File: config.mk
export PLATFORM = sky130hd
export DESIGN_NAME = nubus_master_sched
export DESIGN_NICKNAME = d
export VERILOG_FILES = /design/src/rtl/nubus_master_sched.sv
export SDC_FILE = /design/constraint.sdc
export NUM_CORES = 1
export LEC_CHECK = 0
export ABC_CLOCK_PERIOD_IN_PS = 2500
export BUFFER_PORTS_ARGS = -buffer_cell sky130_fd_sc_hd__buf_2
export CORE_MARGIN = 10
export CORE_UTILIZATION = 46
export DETAILED_ROUTE_END_ITERATION = 10
export HOLD_SLACK_MARGIN = 0.02
export PLACE_DENSITY_LB_ADDON = 0.25
export SYNTH_ARGS = -nofsm -noshare
export SYNTH_HDL_FRONTEND = slang
export SYNTH_SLANG_ARGS = --single-unit
File: constraint.sdc
create_clock -name nub_clkn -period 2.5 [get_ports nub_clkn]
set_clock_uncertainty 0.15 [all_clocks]
set_input_delay 0.375 -clock nub_clkn [delete_from_list [all_inputs] [get_ports nub_clkn]]
set_output_delay 0.375 -clock nub_clkn [all_outputs]
set_load 0.01 [all_outputs]
File: src/rtl/nubus_master_sched.sv
// rtl/nubus_master_sched.sv - round-robin sharing of the NuBus master port with lock hold and timeout
module nubus_master_sched #(
    parameter int NREQ    = 2,
    parameter int TIMEOUT = 255,
    parameter int TO_W    = 8
) (
    input  logic                 nub_clkn,
    input  logic                 nub_resetn,
    input  logic [NREQ-1:0]      rq_valid,
    input  logic [32*NREQ-1:0]   rq_addr,
    input  logic [32*NREQ-1:0]   rq_wdata,
    input  logic [4*NREQ-1:0]    rq_write,
    input  logic [NREQ-1:0]      rq_lock,
    output logic [NREQ-1:0]      rq_done,
    output logic                 rq_error,
    output logic [31:0]          rq_rdata,
    output logic                 mst_valid,
    output logic [31:0]          mst_addr,
    output logic [31:0]          mst_wdata,
    output logic [3:0]           mst_write,
    output logic                 mst_lock,
    input  logic                 mst_ready,
    input  logic [31:0]          mst_rdata,
    output logic [2:0]           gnt_id
);

    typedef enum logic [1:0] {IDLE, LOAD, BUSY, DONE} state_t;

    state_t          state, state_nx;
    logic [2:0]      rr_ptr, lock_id, gnt, win, rr_win, gnt_inc;
    logic            lock_vld, lock_hit, rr_hit, pick, lock_drop, xfer_ok, xfer_to;
    logic [TO_W-1:0] cnt;
    logic [3:0]      sum;
    logic [31:0]     sel_addr, sel_wdata;
    logic [3:0]      sel_write;
    logic            sel_lock;
    logic [NREQ-1:0] gnt_vec;

    // First valid requester at or after the rr pointer, wrapping at NREQ-1.
    always_comb begin
        rr_hit = 1'b0;
        rr_win = '0;
        sum    = '0;
        for (int i = 0; i < NREQ; i++) begin
            sum = {1'b0, rr_ptr} + 4'(i);
            if (sum >= 4'(NREQ)) sum = sum - 4'(NREQ);
            if (!rr_hit && (rq_valid & (NREQ'(1) << sum[2:0])) != '0) begin
                rr_hit = 1'b1;
                rr_win = sum[2:0];
            end
        end
    end

    assign lock_hit = (rq_valid & (NREQ'(1) << lock_id)) != '0;
    assign gnt_vec  = NREQ'(1) << gnt;
    assign gnt_inc  = (gnt == 3'(NREQ-1)) ? 3'd0 : gnt + 3'd1;

    always_comb begin
        sel_addr  = '0;
        sel_wdata = '0;
        sel_write = '0;
        sel_lock  = 1'b0;
        for (int i = 0; i < NREQ; i++) begin
            if (gnt == 3'(i)) begin
                sel_addr  = rq_addr[32*i +: 32];
                sel_wdata = rq_wdata[32*i +: 32];
                sel_write = rq_write[4*i +: 4];
                sel_lock  = rq_lock[i];
            end
        end
    end

    always_ff @(posedge nub_clkn or negedge nub_resetn) begin
        if (!nub_resetn) state <= IDLE;
        else             state <= state_nx;
    end

    always_comb begin
        state_nx  = state;
        pick      = 1'b0;
        win       = rr_win;
        lock_drop = 1'b0;
        xfer_ok   = 1'b0;
        xfer_to   = 1'b0;
        case (state)
            IDLE: begin
                if (lock_vld && lock_hit) begin
                    pick = 1'b1;
                    win  = lock_id;
                end else begin
                    // An owner that stopped requesting forfeits the lock immediately.
                    lock_drop = lock_vld;
                    pick      = rr_hit;
                end
                if (pick) state_nx = LOAD;
            end
            LOAD: state_nx = BUSY;
            BUSY: begin
                if (mst_ready)                         xfer_ok = 1'b1;
                else if (cnt == TO_W'(TIMEOUT - 1))    xfer_to = 1'b1;
                if (xfer_ok || xfer_to) state_nx = DONE;
            end
            DONE:    state_nx = IDLE;
            default: state_nx = IDLE;
        endcase
    end

    always_ff @(posedge nub_clkn or negedge nub_resetn) begin
        if (!nub_resetn) begin
            rq_done   <= '0;
            rq_error  <= 1'b0;
            rq_rdata  <= '0;
            mst_valid <= 1'b0;
            mst_addr  <= '0;
            mst_wdata <= '0;
            mst_write <= '0;
            mst_lock  <= 1'b0;
            gnt_id    <= '0;
            gnt       <= '0;
            rr_ptr    <= '0;
            lock_vld  <= 1'b0;
            lock_id   <= '0;
            cnt       <= '0;
        end else begin
            rq_done  <= '0;
            rq_error <= 1'b0;
            case (state)
                IDLE: begin
                    if (lock_drop) lock_vld <= 1'b0;
                    if (pick)      gnt      <= win;
                end
                LOAD: begin
                    mst_addr  <= sel_addr;
                    mst_wdata <= sel_wdata;
                    mst_write <= sel_write;
                    mst_lock  <= sel_lock;
                    gnt_id    <= gnt;
                    cnt       <= '0;
                    mst_valid <= 1'b1;
                end
                BUSY: begin
                    cnt <= cnt + TO_W'(1);
                    if (xfer_ok || xfer_to) begin
                        mst_valid <= 1'b0;
                        rq_done   <= gnt_vec;
                        rq_error  <= xfer_to;
                        rq_rdata  <= xfer_ok ? mst_rdata : 32'hFFFF_FFFF;
                        if (xfer_ok && mst_lock) begin
                            lock_vld <= 1'b1;
                            lock_id  <= gnt;
                        end else begin
                            lock_vld <= 1'b0;
                            rr_ptr   <= gnt_inc;
                        end
                    end
                end
                default: ;
            endcase
        end
    end

endmodule

==> reports/summary.md, run 1 <==
Cells and area
- 8197 um^2 — final standard cell area without fillers
- 41.43% — Layout area overhead
- 67.40% — utilization after layout
- 2317 um^2 — footprint of the multi-input gates
- 986 — Filler Cell Count
- 38.62% — proportion of layout cells with a drive suffix above 1
- 0 — number of diodes
- 3203 um^2 — combined flip-flop and latch cell area
- 1,056 — net total in the final layout

Worst setup path
- reg -> reg — worst setup path category
- inv_1, ha_1, inv_1, nor4_1, and3_1, xnor2_1, nor2_1 — chain of cells forming the critical path
- inv_1 — crit-path most repeated cell
- 12 — CP max FO
- 2 — sum of buffers and inverters on the critical path
- 7 — cell depth of the worst flop-to-flop path
- 280 ps — R2R setup slack
- cnt[7]$_DFFE_PN0P_ — capturing point of the worst reg2reg path
- flop — kind of end point of the critical path
- 480 ps — slowest cell delay on critical path
- state[0]$_DFFE_PN0P_ — critical register-to-register path startpoint
- 7 — count of cell instances traversed by the critical path
- 2360 ps — data arrival time of the critical path
- 2650 ps — required time of the worst setup path
- simple AND/OR/NAND/NOR gates — cell type group with the largest total delay on the critical path
- ha_1 — critical path's slowest cell
- flop — startpoint type of the worst setup path

Outcome
- finished clean — status

Global route
- 81 — largest net degree at the start of global routing
- 31.59 mm — first-pass GRT wire length
- 0 — global route total overflow
- 5,785 — vias in the first global route
- 0 — number of antenna violations at the first check in global routing
- 22.22% — total global-route track usage

STA
- 0 — fin. max-slew vios
- 0 — count of endpoints failing setup in the final report
- 2216 ps — post-route minimum period
- 283.8 ps — post-layout worst setup margin
- false — RSZ-0062 raised after global routing
- 0 ps — Final TNS setup
- 0 — Hold Violations, Final
- 678.4 ps — slew at the pin closest to its max-slew limit
- 451.2 MHz — highest attainable clock frequency
- 54.64% — Slew headroom
- 88.65% — final worst-path cycle share

Clocking
- 17 — clock buffers created by TritonCTS
- 60 ps — clock transition at the registers of the reported paths
- 2 — Longest Clk Path Bufs
- clkbuf_16 — cell at the root of the clock tree
- 0 — number of resized instances in the post-cts repair step
- 0 — total setup buffers inserted after CTS
- 4 — htree depth
- done — clock tree from TritonCTS
- 23 — Post-CTS Hold Buffers
- 128 — TritonCTS sink count
- 410 ps — clock latency on the worst-skew pair

Yosys
- 40 — distinct cell type count after synthesis
- 55.27% — proportion of netlist area held by the largest area contributor
- dfrtp_1, a22oi_1, a21oi_1 — dominant cells by area after synthesis
- dfrtp_1 — top_reg_cell synth
- 0 — EDFF count, synth
- 5796 um^2 — synthesized cell area
- 762 — syn nets
- dfrtp_1, nor2_1, a21oi_1 — most frequent cells after synthesis
- 128 — count of state elements after synthesis
- 0 — Synthesis Warnings
- dfrtp_1 — cell taking the most area after synthesis
- dfrtp_1 — most frequently used cell type in the post-synthesis netlist
- 55.27% — sequential cell area fraction in the yosys report
- 10.06 um^2 — synthesized area per cell
- 100.0% — proportion of synthesized flip-flops having asynchronous set or reset
- 576 — number of cells produced by synthesis

Hold path
- in -> reg — min-delay worst type
- mst_rdata[1] — Hold Startpoint
- rq_rdata[1]$_DFFE_PN0P_ — endpoint with the worst hold slack
- 3 — WHS Path Cells

Place
- 310.2 ps — worst slack, placed
- 7336 um^2 — Placed Area
- 15.11 mm — final HPWL from detailed placement
- 0.8690 — weighted congestion reported at the end of routability-driven placement
- 282 — number of port buffers

Power
- 1364 nW/um^2 — Power per Cell Area
- 3.984 nW — Static Leak
- 0.0008296 V — peak supply drop

Route
- 6 — router iterations before antenna repair
- 18.88 um — Wirelength per Cell
- 446 — Iter 0 DRT Violations
- 5.361 — ratio of routed vias to standard cells
- 19.84 mm — total wirelength of the detailed-routed design
- met4 — highest metal layer used by the detailed router
- 2.033 mm — metal3 WL
- 5,634 — vias post-DR
- 0 — number of nets with antenna violations after detailed routing
- 7.698 mm — metal1 wirelength
- 9.769 mm — wire length on met2
- 0 — residual DRC count

Floorplan
- 12,160 um^2 — area of the core
- 17,490 um^2 — die area
- 132.2 um — Die H
- 283 — I/O pins
- 40 — Site Rows
- 132.2 um — Die Width
- 47.65% — effective utilization at floorplan

Run
- 0 — Max Cap Viol

## metal layers
| metal | global-route usage, % | up-vias |
|---|---|---|
| met1 | 25.39 | 2668 |
| met5 | 0 | - |
| met3 | 9.489 | 26 |
| met2 | 36.67 | 288 |
| met4 | 7.274 | 0 |
| li1 | - | 2652 |
## metrics by stage
| step | hold WS [ps] | cells | power (mW) |
|---|---|---|---|
| 6_report | 38.46 | 1051 | 11.18 |
| 4_1_cts | 20.19 | 1051 | 11.27 |
| 5_1_grt | 23.87 | 1051 | 12.01 |
| 2_1_floorplan | -70.59 | 576 | 6.775 |
| 3_3_place_gp | 255.0 | 996 | 8.356 |
| 3_5_place_dp | 261.6 | 996 | 8.579 |
## layout make-up
| type | instances | area share (%) |
|---|---|---|
| flip-flops and latches | 128 | 39.08 |
| repair buffers | 318 | 21.71 |
| clock inverters | 11 | 1.954 |
| inverters | 15 | 0.6869 |
| multi-input cells | 390 | 28.27 |
| clock buffers | 21 | 5.740 |
| well taps | 168 | 2.564 |
## worst min-delay path: stages
cell,delay (ps)
buf_2,70
nand2_1,40
nand3_1,80
## placed cells by master, fill, tap and decap left out, drive strengths merged, types with 4 or more instances in the layout
master	count
clkbuf	21
inv	15
xnor2	5
bufinv	4
nor2	82
dfrtp	128
dlygate4sd3	23
ha	11
clkinv	5
a22oi	69
nand2	51
nand3	22
a21oi	74
o21ai	17
mux2	6
buf	295
o22a	16
## flip-flops by register name, indices dropped and copies added, names as in the netlist
| register | flops |
|---|---|
| mst_wdata | 32 |
| rq_error | 1 |
| rr_ptr | 3 |
| rq_done | 2 |
| mst_valid | 1 |
| mst_lock | 1 |
| gnt_id | 3 |
| rq_rdata | 32 |
| lock_vld | 1 |
| mst_addr | 32 |
| mst_write | 4 |
| state | 2 |
| lock_id | 3 |
| gnt | 3 |
| cnt | 8 |
## where the power goes
group / internal, mW / leakage [nW] / switching, mW / total [mW]
logic: 2.02 / 2.18 / 2.89 / 4.91
registers: 3.04 / 1.49 / 0.617 / 3.66
clock network: 1.74 / 0.309 / 0.878 / 2.62
total: 6.80 / 3.98 / 4.38 / 11.2
## worst max-delay path by stage
stage	end	start	slack, ps
final	cnt[7]$_DFFE_PN0P_	state[0]$_DFFE_PN0P_	280
after global routing	cnt[7]$_DFFE_PN0P_	state[0]$_DFFE_PN0P_	60
after CTS	cnt[7]$_DFFE_PN0P_	state[0]$_DFFE_PN0P_	290
after detailed placement	state[0]$_DFFE_PN0P_	rr_ptr[0]$_DFFE_PN0P_	310
after global placement	cnt[7]$_DFFE_PN0P_	state[0]$_DFFE_PN0P_	360
after floorplan	state[0]$_DFFE_PN0P_	rr_ptr[0]$_DFFE_PN0P_	460
## cells by family (layout without fill, tap and decap cells)
kind of cell | after synthesis | after routing | synth area share (%)
compound gates | 187 | 187 | 21.07
simple gates | 178 | 178 | 13.69
fa+ha+maj | 11 | 11 | 2.375
mux | 9 | 9 | 1.684
buf+inv | 58 | 365 | 5.160
flops | 128 | 128 | 55.27
xor+xnor | 5 | 5 | 0.7556
Power figures use the tool's default switching activity.
==> run 2, diff against run 1 <==
--- a/config.mk
+++ b/config.mk
@@ -5,10 +5,11 @@
 export SDC_FILE = /design/constraint.sdc
 export NUM_CORES = 1
 export LEC_CHECK = 0
+export ABC_AREA = 1
 export ABC_CLOCK_PERIOD_IN_PS = 2500
 export BUFFER_PORTS_ARGS = -buffer_cell sky130_fd_sc_hd__buf_2
 export CORE_MARGIN = 10
-export CORE_UTILIZATION = 46
+export CORE_UTILIZATION = 48
 export DETAILED_ROUTE_END_ITERATION = 10
 export HOLD_SLACK_MARGIN = 0.02
 export PLACE_DENSITY_LB_ADDON = 0.25
==> constraint.sdc (replaced) <==
create_clock -name nub_clkn -period 2.5 [get_ports nub_clkn]
set_clock_uncertainty 0.15 [all_clocks]
set_input_delay 0.25 -clock nub_clkn [delete_from_list [all_inputs] [get_ports nub_clkn]]
set_output_delay 0.25 -clock nub_clkn [all_outputs]
set_load 0.01 [all_outputs]
==> run 2 against run 1 <==
Effect of this change: first-iteration DRC count grew 68%; worst setup slack lost 96 ps; register-to-register slack lost 96 ps; maximum frequency shrank 4.1%; hold slack gained 36 ps; global-route usage grew 6.1 points; sequential share of layout area shrank 7.4 points; die area grew 3.4%; count of clock-buffer cells in the layout shrank 2; critical path type unchanged.
==> reports/summary.md, run 2 <==
Outcome
- finished clean — status

STA
- 0 — Hold Violations, Final
- 699.0 ps — slew at the pin closest to its max-slew limit
- 92.48% — final worst-path cycle share
- false — RSZ-0062 raised after global routing
- 432.5 MHz — highest attainable clock frequency
- 188.1 ps — post-layout worst setup margin
- 53.40% — Slew headroom
- 0 ps — Final TNS setup
- 2312 ps — post-route minimum period
- 74.46 ps — hold_ws
- 0 — fin. max-slew vios
- 0 — count of endpoints failing setup in the final report

Clocking
- 2 — Longest Clk Path Bufs
- clkbuf_16 — cell at the root of the clock tree
- 60 ps — clock transition at the registers of the reported paths
- 128 — TritonCTS sink count
- 17 — clock buffers created by TritonCTS
- 420 ps — clock latency on the worst-skew pair
- 4 — htree depth
- 0 — number of resized instances in the post-cts repair step
- done — clock tree from TritonCTS

Yosys
- 100.0% — proportion of synthesized flip-flops having asynchronous set or reset
- dfrtp_1, nand4_1, a31oi_1 — dominant cells by area after synthesis
- 894 — syn nets
- 0 — Synthesis Warnings
- 128 — count of state elements after synthesis
- nand4_1 — most frequently used cell type in the post-synthesis netlist
- 8.889 um^2 — synthesized area per cell
- 50.89% — proportion of netlist area held by the largest area contributor
- 0 — EDFF count, synth
- 50.89% — sequential cell area fraction in the yosys report
- 708 — number of cells produced by synthesis
- 33 — distinct cell type count after synthesis
- dfrtp_1 — top_reg_cell synth
- nand4_1, dfrtp_1, nor2_1 — most frequent cells after synthesis
- dfrtp_1 — cell taking the most area after synthesis
- 6294 um^2 — synthesized cell area

Worst setup path
- 570 ps — slowest cell delay on critical path
- flop — startpoint type of the worst setup path
- 2520 ps — data arrival time of the critical path
- 5 — cell depth of the worst flop-to-flop path
- flop — kind of end point of the critical path
- dlygate4sd3_1 — critical path's slowest cell
- 3 — sum of buffers and inverters on the critical path
- buffers and inverters — cell type group with the largest total delay on the critical path
- mst_addr[5]$_DFFE_PN0P_ — capturing point of the worst reg2reg path
- gnt[2]$_DFFE_PN0P_ — critical register-to-register path startpoint
- inv_4, buf_12, nand4_1, a31oi_1, dlygate4sd3_1 — chain of cells forming the critical path
- 190 ps — R2R setup slack
- reg -> reg — worst setup path category
- 72 — CP max FO
- 2710 ps — required time of the worst setup path

Power
- 4.899 mW — total design power
- 4.586 nW — Static Leak
- 0.0004102 V — peak supply drop
- 484.7 nW/um^2 — Power per Cell Area

Cells and area
- 1,307 — net total in the final layout
- mst_addr: 32 flops, mst_wdata: 32 flops, rq_rdata: 32 flops — Regs by FF count
- 30.78% — proportion of layout cells with a drive suffix above 1
- 2665 um^2 — footprint of the multi-input gates
- 60.60% — Layout area overhead
- buf_2, dlygate4sd3_1, nand4_1, dfrtp_1, nor2_1 — commonest cells after routing, fill and taps aside
- 3204 um^2 — combined flip-flop and latch cell area
- 79.45% — utilization after layout
- buf_2 — commonest non-fill, non-tap cell in the layout
- 10,110 um^2 — final standard cell area without fillers
- 777 — Filler Cell Count
- 1,314 — Non-Filler Instances

Global route
- 41.37 mm — first-pass GRT wire length
- 7,728 — vias in the first global route
- 31.55% — met1 Usage GRT
- met2 — global-route layer with the greatest usage
- 8.309% — met3 track utilization from global routing
- 46.68% — M2 GR Usage
- 8 — number of antenna violations at the first check in global routing
- 129 — largest net degree at the start of global routing
- 0 — global route total overflow
- 28.34% — total global-route track usage

Place
- 549.7 ps — worst slack, placed
- 282 — number of port buffers
- 0.8332 — weighted congestion reported at the end of routability-driven placement
- 14.92 mm — final HPWL from detailed placement
- 1,105 — instance count after placement with tap cells included
- 7814 um^2 — Placed Area

Route
- 0 — number of nets with antenna violations after detailed routing
- 7,808 — vias post-DR
- 0 — residual DRC count
- 26.83 mm — total wirelength of the detailed-routed design
- 751 — Iter 0 DRT Violations
- 5.942 — ratio of routed vias to standard cells
- 20.42 um — Wirelength per Cell
- 5 — router iterations before antenna repair

Floorplan
- 134.5 um — Die H
- 134.5 um — Die Width
- 12,720 um^2 — area of the core
- 18,090 um^2 — die area
- 41 — Site Rows
- 49.47% — effective utilization at floorplan
- 283 — I/O pins

Hold path
- in -> reg — min-delay worst type
- rq_lock[0] — Hold Startpoint
- 5 — WHS Path Cells
- mst_lock$_DFFE_PN0P_ — endpoint with the worst hold slack

Run
- 0 — Max Cap Viol

[run 2: cell types whose count changed after synthesis, moves of 7 or more]
| cell | before | now |
|---|---|---|
| buf_2 | 11 | 32 |
| clkbuf_1 | 23 | 30 |
| nand4_1 | 1 | 137 |
| a22oi_1 | 69 | 0 |
| nand2_2 | 0 | 9 |
| buf_6 | 9 | 2 |
| a31oi_1 | 1 | 68 |
| inv_1 | 15 | 27 |
| nor2_1 | 82 | 109 |
| a21oi_1 | 74 | 8 |
[run 2: power breakdown]
group	total (mW)	switching [mW]	leakage, nW	internal, mW
registers	2.07	0	1.40	2.07
logic	0.376	0.146	2.90	0.229
clock network	2.45	0.957	0.283	1.49
[run 2: layer usage]
metal / vias to the layer above / share of wire [%]
met5: - / 0.056
met4: 2 / 6.6
met3: 145 / 9.0
met2: 550 / 49
met1: 3701 / 36
li1: 3410 / -
[run 2: worst max-delay path by stage]
stage	startpoint	endpoint	slack [ps]	cells after the start
2_1_floorplan	state[0]$_DFFE_PN0P_	cnt[7]$_DFFE_PN0P_	840	9
4_1_cts	gnt[2]$_DFFE_PN0P_	mst_addr[4]$_DFFE_PN0P_	340	5
5_1_grt	gnt[2]$_DFFE_PN0P_	mst_addr[5]$_DFFE_PN0P_	100	5
3_5_place_dp	cnt[0]$_DFFE_PN0P_	rq_rdata[14]$_DFFE_PN0P_	550	9
6_report	gnt[2]$_DFFE_PN0P_	mst_addr[5]$_DFFE_PN0P_	190	5
3_3_place_gp	cnt[0]$_DFFE_PN0P_	rq_rdata[29]$_DFFE_PN0P_	620	9
[run 2: cell type report]
cell class / instances / area share (%)
tap: 172 / 2.129
antenna: 8 / 0.1981
timing repair buffer: 462 / 32.53
clock buffer: 19 / 4.382
clock inverter: 13 / 1.374
sequential: 128 / 31.70
inverter: 34 / 1.312
multi-input combinational: 478 / 26.37
[run 2: cell families (layout without fill, tap and decap cells)]
group | Yosys count | after routing | share of synthesized area (%)
XOR/XNOR | 2 | 2 | 0.2784
adder cells (fa/ha/maj) | 11 | 11 | 2.187
flip-flops | 128 | 128 | 50.89
buffers and inverters | 102 | 528 | 6.958
AND/OR/NAND/NOR | 337 | 337 | 26.76
AO/OA/AOI/OAI | 128 | 128 | 12.92
other | 0 | 8 | 0
[run 2: repair_timing]
item | CTS | global route
hold endpoints to repair | 228 | 1
hold buffers | 168 | 1
buffers inserted | 0 | 0
[run 2: worst min-delay path, stage by stage]
cell	delay [ps]
buf_2	100
inv_1	60
o22ai_1	70
nand2_1	50
o21ai_0	60
